## src/rtl/cdb_arbiter.sv

```systemverilog
// Common data bus arbiter: three requester FIFOs (ALU, MEM, BRU) feed one
// registered broadcast port under round-robin arbitration.
module cdb_arbiter #(
    parameter int DEPTH = 2,
    parameter int TAGW  = 3
) (
    input  logic                      clk,
    input  logic                      rst,
    input  logic                      flush,
    input  logic [2:0]                req_valid,
    input  logic [2:0][TAGW-1:0]      req_tag,
    input  logic [2:0][31:0]          req_value,
    output logic [2:0]                req_ready,
    output logic [TAGW-1:0]           cdb_num,
    output logic [31:0]               cdb_value,
    output logic [1:0]                cdb_src,
    output logic [2:0]                pending
);

    localparam int NREQ = 3;
    localparam int CW   = $clog2(DEPTH + 1);
    localparam int PW   = $clog2(DEPTH);

    logic [CW-1:0]   count  [NREQ];
    logic [PW-1:0]   wr_ptr [NREQ];
    logic [PW-1:0]   rd_ptr [NREQ];
    logic [TAGW-1:0] tag_mem [NREQ][DEPTH];
    logic [31:0]     val_mem [NREQ][DEPTH];

    logic [1:0]      rr_ptr;
    logic [2:0]      nonempty;
    logic [2:0]      push;
    logic [2:0]      pop;
    logic            grant_vld;
    logic [1:0]      grant_idx;
    logic [1:0]      scan_idx;
    logic [TAGW-1:0] head_tag;
    logic [31:0]     head_value;

    function automatic logic [PW-1:0] ptr_inc(input logic [PW-1:0] p);
        return (p == PW'(DEPTH - 1)) ? '0 : p + PW'(1);
    endfunction

    function automatic logic [1:0] rr_inc(input logic [1:0] p);
        return (p == 2'd2) ? 2'd0 : p + 2'd1;
    endfunction

    // Ready and pending come only from registered counts; a pop in the
    // same cycle does not open a slot for a push.
    always_comb begin
        nonempty  = '0;
        req_ready = '0;
        push      = '0;
        for (int unsigned k = 0; k < NREQ; k++) begin
            nonempty[k]  = (count[k] != '0);
            req_ready[k] = (count[k] < CW'(DEPTH));
            push[k]      = req_valid[k] && req_ready[k] && !flush &&
                           (req_tag[k] != '0);
        end
    end

    assign pending = nonempty;

    always_comb begin
        grant_vld = 1'b0;
        grant_idx = '0;
        scan_idx  = rr_ptr;
        for (int unsigned i = 0; i < NREQ; i++) begin
            if (!grant_vld && nonempty[scan_idx]) begin
                grant_vld = 1'b1;
                grant_idx = scan_idx;
            end
            scan_idx = rr_inc(scan_idx);
        end
    end

    always_comb begin
        pop = '0;
        if (grant_vld && !flush) begin
            pop[grant_idx] = 1'b1;
        end
        head_tag   = tag_mem[grant_idx][rd_ptr[grant_idx]];
        head_value = val_mem[grant_idx][rd_ptr[grant_idx]];
    end

    always_ff @(posedge clk) begin
        for (int unsigned k = 0; k < NREQ; k++) begin
            if (push[k]) begin
                tag_mem[k][wr_ptr[k]] <= req_tag[k];
                val_mem[k][wr_ptr[k]] <= req_value[k];
            end
        end
    end

    always_ff @(posedge clk or posedge rst) begin
        if (rst) begin
            for (int unsigned k = 0; k < NREQ; k++) begin
                count[k]  <= '0;
                wr_ptr[k] <= '0;
                rd_ptr[k] <= '0;
            end
            rr_ptr    <= '0;
            cdb_num   <= '0;
            cdb_value <= '0;
            cdb_src   <= 2'd3;
        end else if (flush) begin
            for (int unsigned k = 0; k < NREQ; k++) begin
                count[k]  <= '0;
                wr_ptr[k] <= '0;
                rd_ptr[k] <= '0;
            end
            rr_ptr    <= '0;
            cdb_num   <= '0;
            cdb_value <= '0;
            cdb_src   <= 2'd3;
        end else begin
            for (int unsigned k = 0; k < NREQ; k++) begin
                if (push[k]) begin
                    wr_ptr[k] <= ptr_inc(wr_ptr[k]);
                end
                if (pop[k]) begin
                    rd_ptr[k] <= ptr_inc(rd_ptr[k]);
                end
                case ({push[k], pop[k]})
                    2'b10:   count[k] <= count[k] + CW'(1);
                    2'b01:   count[k] <= count[k] - CW'(1);
                    default: count[k] <= count[k];
                endcase
            end
            if (grant_vld) begin
                cdb_num   <= head_tag;
                cdb_value <= head_value;
                cdb_src   <= grant_idx;
                rr_ptr    <= rr_inc(grant_idx);
            end else begin
                cdb_num   <= '0;
                cdb_value <= '0;
                cdb_src   <= 2'd3;
            end
        end
    end

endmodule

```

## config.mk

```make
export PLATFORM = sky130hd
export DESIGN_NAME = cdb_arbiter
export DESIGN_NICKNAME = d
export VERILOG_FILES = /design/src/rtl/cdb_arbiter.sv
export SDC_FILE = /design/constraint.sdc
export NUM_CORES = 1
export LEC_CHECK = 0
export BUFFER_PORTS_ARGS = -buffer_cell sky130_fd_sc_hd__buf_2
export CAP_MARGIN = 40
export CORE_MARGIN = 1.5
export CORE_UTILIZATION = 60
export CTS_CLUSTER_DIAMETER = 100
export DETAILED_ROUTE_END_ITERATION = 12
export PLACE_DENSITY = 0.85
export SETUP_SLACK_MARGIN = 0.02
export SYNTH_ARGS = -nofsm -noshare
export SYNTH_HDL_FRONTEND = slang
export SYNTH_SLANG_ARGS = --single-unit
```

## constraint.sdc

```tcl
create_clock -name clk -period 6 [get_ports clk]
set_input_delay 0.3 -clock clk [delete_from_list [all_inputs] [get_ports clk]]
set_output_delay 0.3 -clock clk [all_outputs]
set_load 0.05 [all_outputs]
```

=== Yosys cells after proc, flatten, opt, wreduce, memory -nomap -nowiden ===
Memory sizes are Yosys's and may differ from the RTL's.
Cells that the tools add are included.

* Add/sub/neg operators: 15
* Magnitude comparators: 16
* Equal/unequal tests: 9
* Muxes and demuxes: 74
* Bitwise operators: 5
* Reductions and logical operators: 35

{| class="wikitable"
|+ Operator list
! cell !! count
|-
| 2-to-1 mux 32 bit || 8
|-
| 2-to-1 mux 64 bit || 3
|-
| demux 32 bit (select 1 bit) || 3
|-
| 2-to-1 mux 3 bit || 11
|-
| 2-to-1 mux 1 bit || 24
|-
| 2-to-1 mux 6 bit || 4
|-
| 2-to-1 mux 2 bit || 10
|-
| nonzero test 2 bit || 10
|-
| nonzero test 3 bit || 6
|-
| logical AND 1 bit || 16
|-
| adder 2 x 1 -> 2 bit (second input constant) || 6
|-
| equality test 2 bit (second input constant) || 6
|-
| less-than comparator 2 x 3 -> 1 bit (second input constant) || 4
|-
| one-hot mux 2 bit (2 select lines) || 3
|-
| demux 3 bit (select 1 bit) || 3
|-
| binary-select mux 1 bit (select 2 bit) || 4
|-
| greater-or-equal comparator 2 bit (second input constant) || 4
|-
| inverter 1 -> 2 bit || 4
|-
| adder 1 bit (second input constant) || 6
|-
| equality test 2 x 1 -> 1 bit (second input constant) || 3
|-
| less-than comparator 2 x 1 -> 1 bit (second input constant) || 3
|-
| less-than comparator 2 bit (second input constant) || 3
|-
| subtractor 2 x 1 -> 2 bit (second input constant) || 3
|-
| greater-or-equal comparator 3 bit (second input constant) || 1
|-
| 4 further kinds || 6
|}

* Register bits after elaboration: 51
* Bits in writable memories: 210
* Input bits: 111
* Memories: 2

{| class="wikitable"
|+ Memories
! name !! words !! bits a word !! read ports !! clocked after memory_dff !! wr ports !! line !! text
|-
| val_mem || 3 || 64 || 1 || 0 || 3 || 28 || <nowiki>logic [31:0] val_mem [NREQ][DEPTH];</nowiki>
|-
| tag_mem || 3 || 6 || 1 || 0 || 3 || 27 || <nowiki>logic [TAGW-1:0] tag_mem [NREQ][DEPTH];</nowiki>
|}

=== Longest topological paths before layout ===
* Word-level depth: 20
* Mapped depth: 10

=== Worst setup path after synthesis ===
No wires, ideal clock.

* Path kind: in2reg
* Start point: input flush
* End point: memory tag_mem[1][3] in the netlist's numbering, enable pin
* Setup time: 433 ps
* Arrival time: 2911 ps
* Data required time: 5567 ps
* Path slack: 2656 ps
* Stages: 3
* Path buffers: 1
* Cell sequence: clkbuf_1 -> nor4b_1 -> nor2b_1

{| class="wikitable"
|+ RTL lines
! what !! line !! text
|-
| from (decl) || 9 || <nowiki>input logic flush,</nowiki>
|-
| to (decl) || 27 ||
|}

=== Worst setup path after layout ===
* Start point: register count[1] in the netlist's numbering
* End point: register cdb_value[1]

* Longest elaborated chain between the ends: 20

{| class="wikitable"
|+ RTL lines
! what !! line !! text
|-
| from (decl) || 24 || <nowiki>logic [CW-1:0] count [NREQ];</nowiki>
|-
| from (signal, indexed assignment) || 125 || <nowiki>2'b10: count[k] <= count[k] + CW'(1);</nowiki>
|-
| from (signal, indexed assignment) || 126 || <nowiki>2'b01: count[k] <= count[k] - CW'(1);</nowiki>
|-
| from (signal, indexed assignment) || 127 || <nowiki>default: count[k] <= count[k];</nowiki>
|-
| nonzero test 2 bit (*) || 55 || <nowiki>nonempty[k] = (count[k] != '0);</nowiki>
|-
| binary-select mux 1 bit (select 2 bit) || 69 || <nowiki>if (!grant_vld && nonempty[scan_idx]) begin</nowiki>
|-
| 2-to-1 mux 1 bit (not written as such) || 69 ||
|-
| 2-to-1 mux 1 bit || 69 ||
|-
| logical NOT 1 bit || 69 ||
|-
| logical AND 1 bit || 69 ||
|-
| 2-to-1 mux 1 bit || 69 ||
|-
| logical NOT 1 bit || 69 ||
|-
| logical AND 1 bit || 69 ||
|-
| 2-to-1 mux 2 bit || 69 ||
|-
| inverter 2 -> 3 bit (not written as such) || 83 || <nowiki>head_value = val_mem[grant_idx][rd_ptr[grant_idx]];</nowiki>
|-
| binary-select mux 1 bit (select 2 bit) || 83 ||
|-
| 2-to-1 mux 1 bit (not written as such) (2 in series) || 83 ||
|-
| inverter 1 -> 2 bit (not written as such) || 83 ||
|-
| 2-to-1 mux 32 bit (not written as such) (3 in series) || 83 ||
|-
| 2-to-1 mux 32 bit (*) || 130 || <nowiki>if (grant_vld) begin</nowiki>
|-
| 2-to-1 mux 32 bit (*) || 106 || <nowiki>end else if (flush) begin</nowiki>
|-
| to (signal assigned) || 132 || <nowiki>cdb_value <= head_value;</nowiki>
|-
| to (decl) || 15 || <nowiki>output logic [31:0] cdb_value,</nowiki>
|}

Mark *: on every way between the ends. The rest lies on a longest branch, timed or not. The select of a mux whose other input is x is not followed.
A chain may end at the register's enable or synchronous reset.

==> impl_metrics.tcl <==
set metrics [dict create \
    holdCritPathClass "in -> async" \
    die_y_um 129 \
    io_buffers 153 \
    final.setup.tns_ps 0 \
    core_um2 15400 \
    num_rows 45 \
    path_delay_family "compound AO/OA/AOI/OAI gates" \
    antenna_found_initial 1 \
    hold_violations 3 \
    p_per_area_nw_per_um2 461 \
    drive_gt1_frac 0.274 \
    ys_async_sr_fraction 0.195 \
    rsz0062_at_grt "no" \
    tightest_slew_ps 846 \
    postSynthCellCount 553 \
    p_leak_nw 4.58 \
    post_cts_buffers 0 \
    grt_max_degree 52 \
    postRouteAntennaNets 0 \
    cts.repair.resized 0 \
    start_util 0.623 \
    worst-path-max-fanout 39 \
    fin_crit_ps 3800 \
    cts_buffer_depth 3 \
    grt_pass1_wl_um 41200 \
    cp_data_arrival_time_ps 4210 \
    die_area_um2 16700 \
    dr.pass1.iters 5 \
    routed_wirelength_um 28000 \
    crit_type "reg -> reg" \
    maxCapViolCount 0 \
    synth_seq_area_share 0.792 \
    status "finished with violations" \
    vias 6734 \
    fmax_ghz 0.263 \
    clock-root-buffer "clkbuf_16" \
    h-tree-depth 1 \
    cts_tree "yes" \
    synth_seq_cells 261 \
    ys_warn_count 0 \
    die-width_um 129 \
    grt_overflow 0 \
    placed_area_um2 10700 \
    grt_pass1_vias 6976 \
    end_kind "flip-flop" \
    setup_slack_ps 2200 \
    ys.flop_type "edfxtp_1" \
    syn_nets 664 \
    slowest_stage "a221o_2" \
    worstSetupStartpointType "flip-flop" \
    clock_latency_ps 530 \
    worstPathRequired_ps 6410 \
    setup_viol 0 \
    slew_viol_final 0 \
    drc 0 \
    synth_area_per_cell_um2 17.3 \
    violations "hold timing" \
    grt_usage 0.341 \
    final_nets 924 \
    period_share 0.633 \
    drtIter0Drc 901 \
    path_cells "o2bb2ai_1, a221o_2, buf_4, mux2i_1, mux2i_4, buf_16, o211ai_1, a21oi_1" \
    skew_ps 13.5 \
    syn_area_um2 9570 \
    cts.sinks 261 \
    vias_per_cell 6.45 \
    area_growth_pct 30.6 \
    synth.distinct_cells 40 \
    ioPinCount 154 \
    synth_edf_count 210 \
    cp_slowest_stage_delay_ps 730 \
    gp_congestion 0.841 \
    timing.hold.ws_ps -7.87 \
    clk_pin_slew_ps 70 \
    crit_buf_inv 2 \
    cts_made_buffers 25 \
    stdcell_area_um2 12500 \
    max-vdd-ir-drop_uv 287 \
    post_drt_wl_per_cell_um 26.9 \
    place_ws_ps 2500 \
    dpl.hpwl_um 14000 \
    slew_headroom 0.424 \
]
-- final timing paths --
kind / from / end / slack [ps] / cells past startpoint
setup / recovery: count[1] / cdb_value[1] / 2200 / 8
hold / removal: rst / cdb_value[21] / -8 / 3
setup reg to reg: count[1] / cdb_value[1] / 2200 / 8
hold reg to reg: rd_ptr[1] / rd_ptr[1] / 530 / 1
max in group asynchronous: rst / cdb_value[7] / 5490 / 3
min in group clk: req_value[95] / val_mem[2][31] / 20 / 1
-- cells in the mapped netlist (3+ instances only) --
library cell | count | area (um2)
a21oi_1 | 41 | 205
and2_1 | 3 | 18.8
buf_1 | 7 | 26.3
buf_2 | 4 | 20.0
buf_4 | 5 | 37.5
clkbuf_1 | 20 | 75.1
dfrtp_1 | 49 | 1230
edfxtp_1 | 210 | 6310
inv_1 | 5 | 18.8
mux2i_1 | 3 | 30.0
nand2_1 | 6 | 22.5
nand3_1 | 4 | 20.0
nor2_1 | 8 | 30.0
nor2b_1 | 3 | 18.8
nor3_1 | 4 | 20.0
nor4b_1 | 3 | 26.3
o211ai_1 | 70 | 526
o21ai_0 | 4 | 20.0
o22a_1 | 70 | 613
xor2_1 | 3 | 26.3
-- cell usage in the layout (no fill, tap or decap), types with 8 or more instances in the layout --
master,Yosys,routed
buf_2,4,153
o211ai_1,70,70
clkbuf_16,0,25
nor2_1,8,8
a21oi_1,41,41
edfxtp_1,210,210
dfrtp_1,49,49
dlygate4sd3_1,0,101
o22a_1,70,70
-- per-layer routing --
| layer | part of all wire | GRT usage | vias up |
|---|---|---|---|
| li1 | - | - | 2757 |
| met1 | 0.35 | 0.438 | 3292 |
| met2 | 0.51 | 0.591 | 596 |
| met3 | 0.11 | 0.0648 | 89 |
| met4 | 0.031 | 0.112 | 0 |
| met5 | 0 | 0 | - |
-- stage by stage --
stage,util,power (mW),hold slack (ps),cells
3_3_place_gp,0.685,3.91,479,887
2_1_floorplan,-,3.56,399,553
4_1_cts,0.813,5.62,3.90,1041
3_5_place_dp,0.695,4.05,491,894
5_1_grt,0.813,5.92,0.399,1044
6_report,0.813,5.76,-7.87,1044
-- sequential cells by signal (all words and copies together), names as in the netlist --
register / flops
cdb_src: 2
cdb_value: 32
val_mem: 192
wr_ptr: 3
tag_mem: 18
count: 6
rd_ptr: 3
cdb_num: 3
rr_ptr: 2
-- report_power, final --
group          internal (mW)  switching (mW)  leakage [nW]
clock network          0.893           0.691         0.396
logic                  0.617            1.31          1.60
registers               2.15          0.0963          2.59
total                   3.66            2.10          4.58
-- tightest hold or removal path, stage by stage --
cell	delay [ps]
buf_2	100
inv_2	30
buf_4	600
-- layout make-up --
type	instances	area [um2]
clock buffer	34	689
sequential	261	7580
timing repair buffer	269	1980
antenna	1	2.50
clock inverter	12	114
fill	726	2870
tap	211	264
inverter	7	26.3
multi-input combinational	249	1840
-- cells by family (layout without fill, tap and decap cells) --
family / after synthesis / in the layout / share of synthesized area
flip-flops: 261 / 261 / 0.792
AO/OA/AOI/OAI: 197 / 197 / 0.152
buffers and inverters: 43 / 322 / 0.0193
AND/OR/NAND/NOR: 42 / 42 / 0.0259
XOR/XNOR: 5 / 5 / 0.00457
multiplexers: 5 / 5 / 0.00614
other: 0 / 1 / 0
-- timing repair --
action	4_1_cts	5_1_grt
hold buffers	101	0
endpoints found under the setup margin	0	0
endpoints found under the hold margin	202	0
No activity file was read; power rests on OpenSTA's default activity.
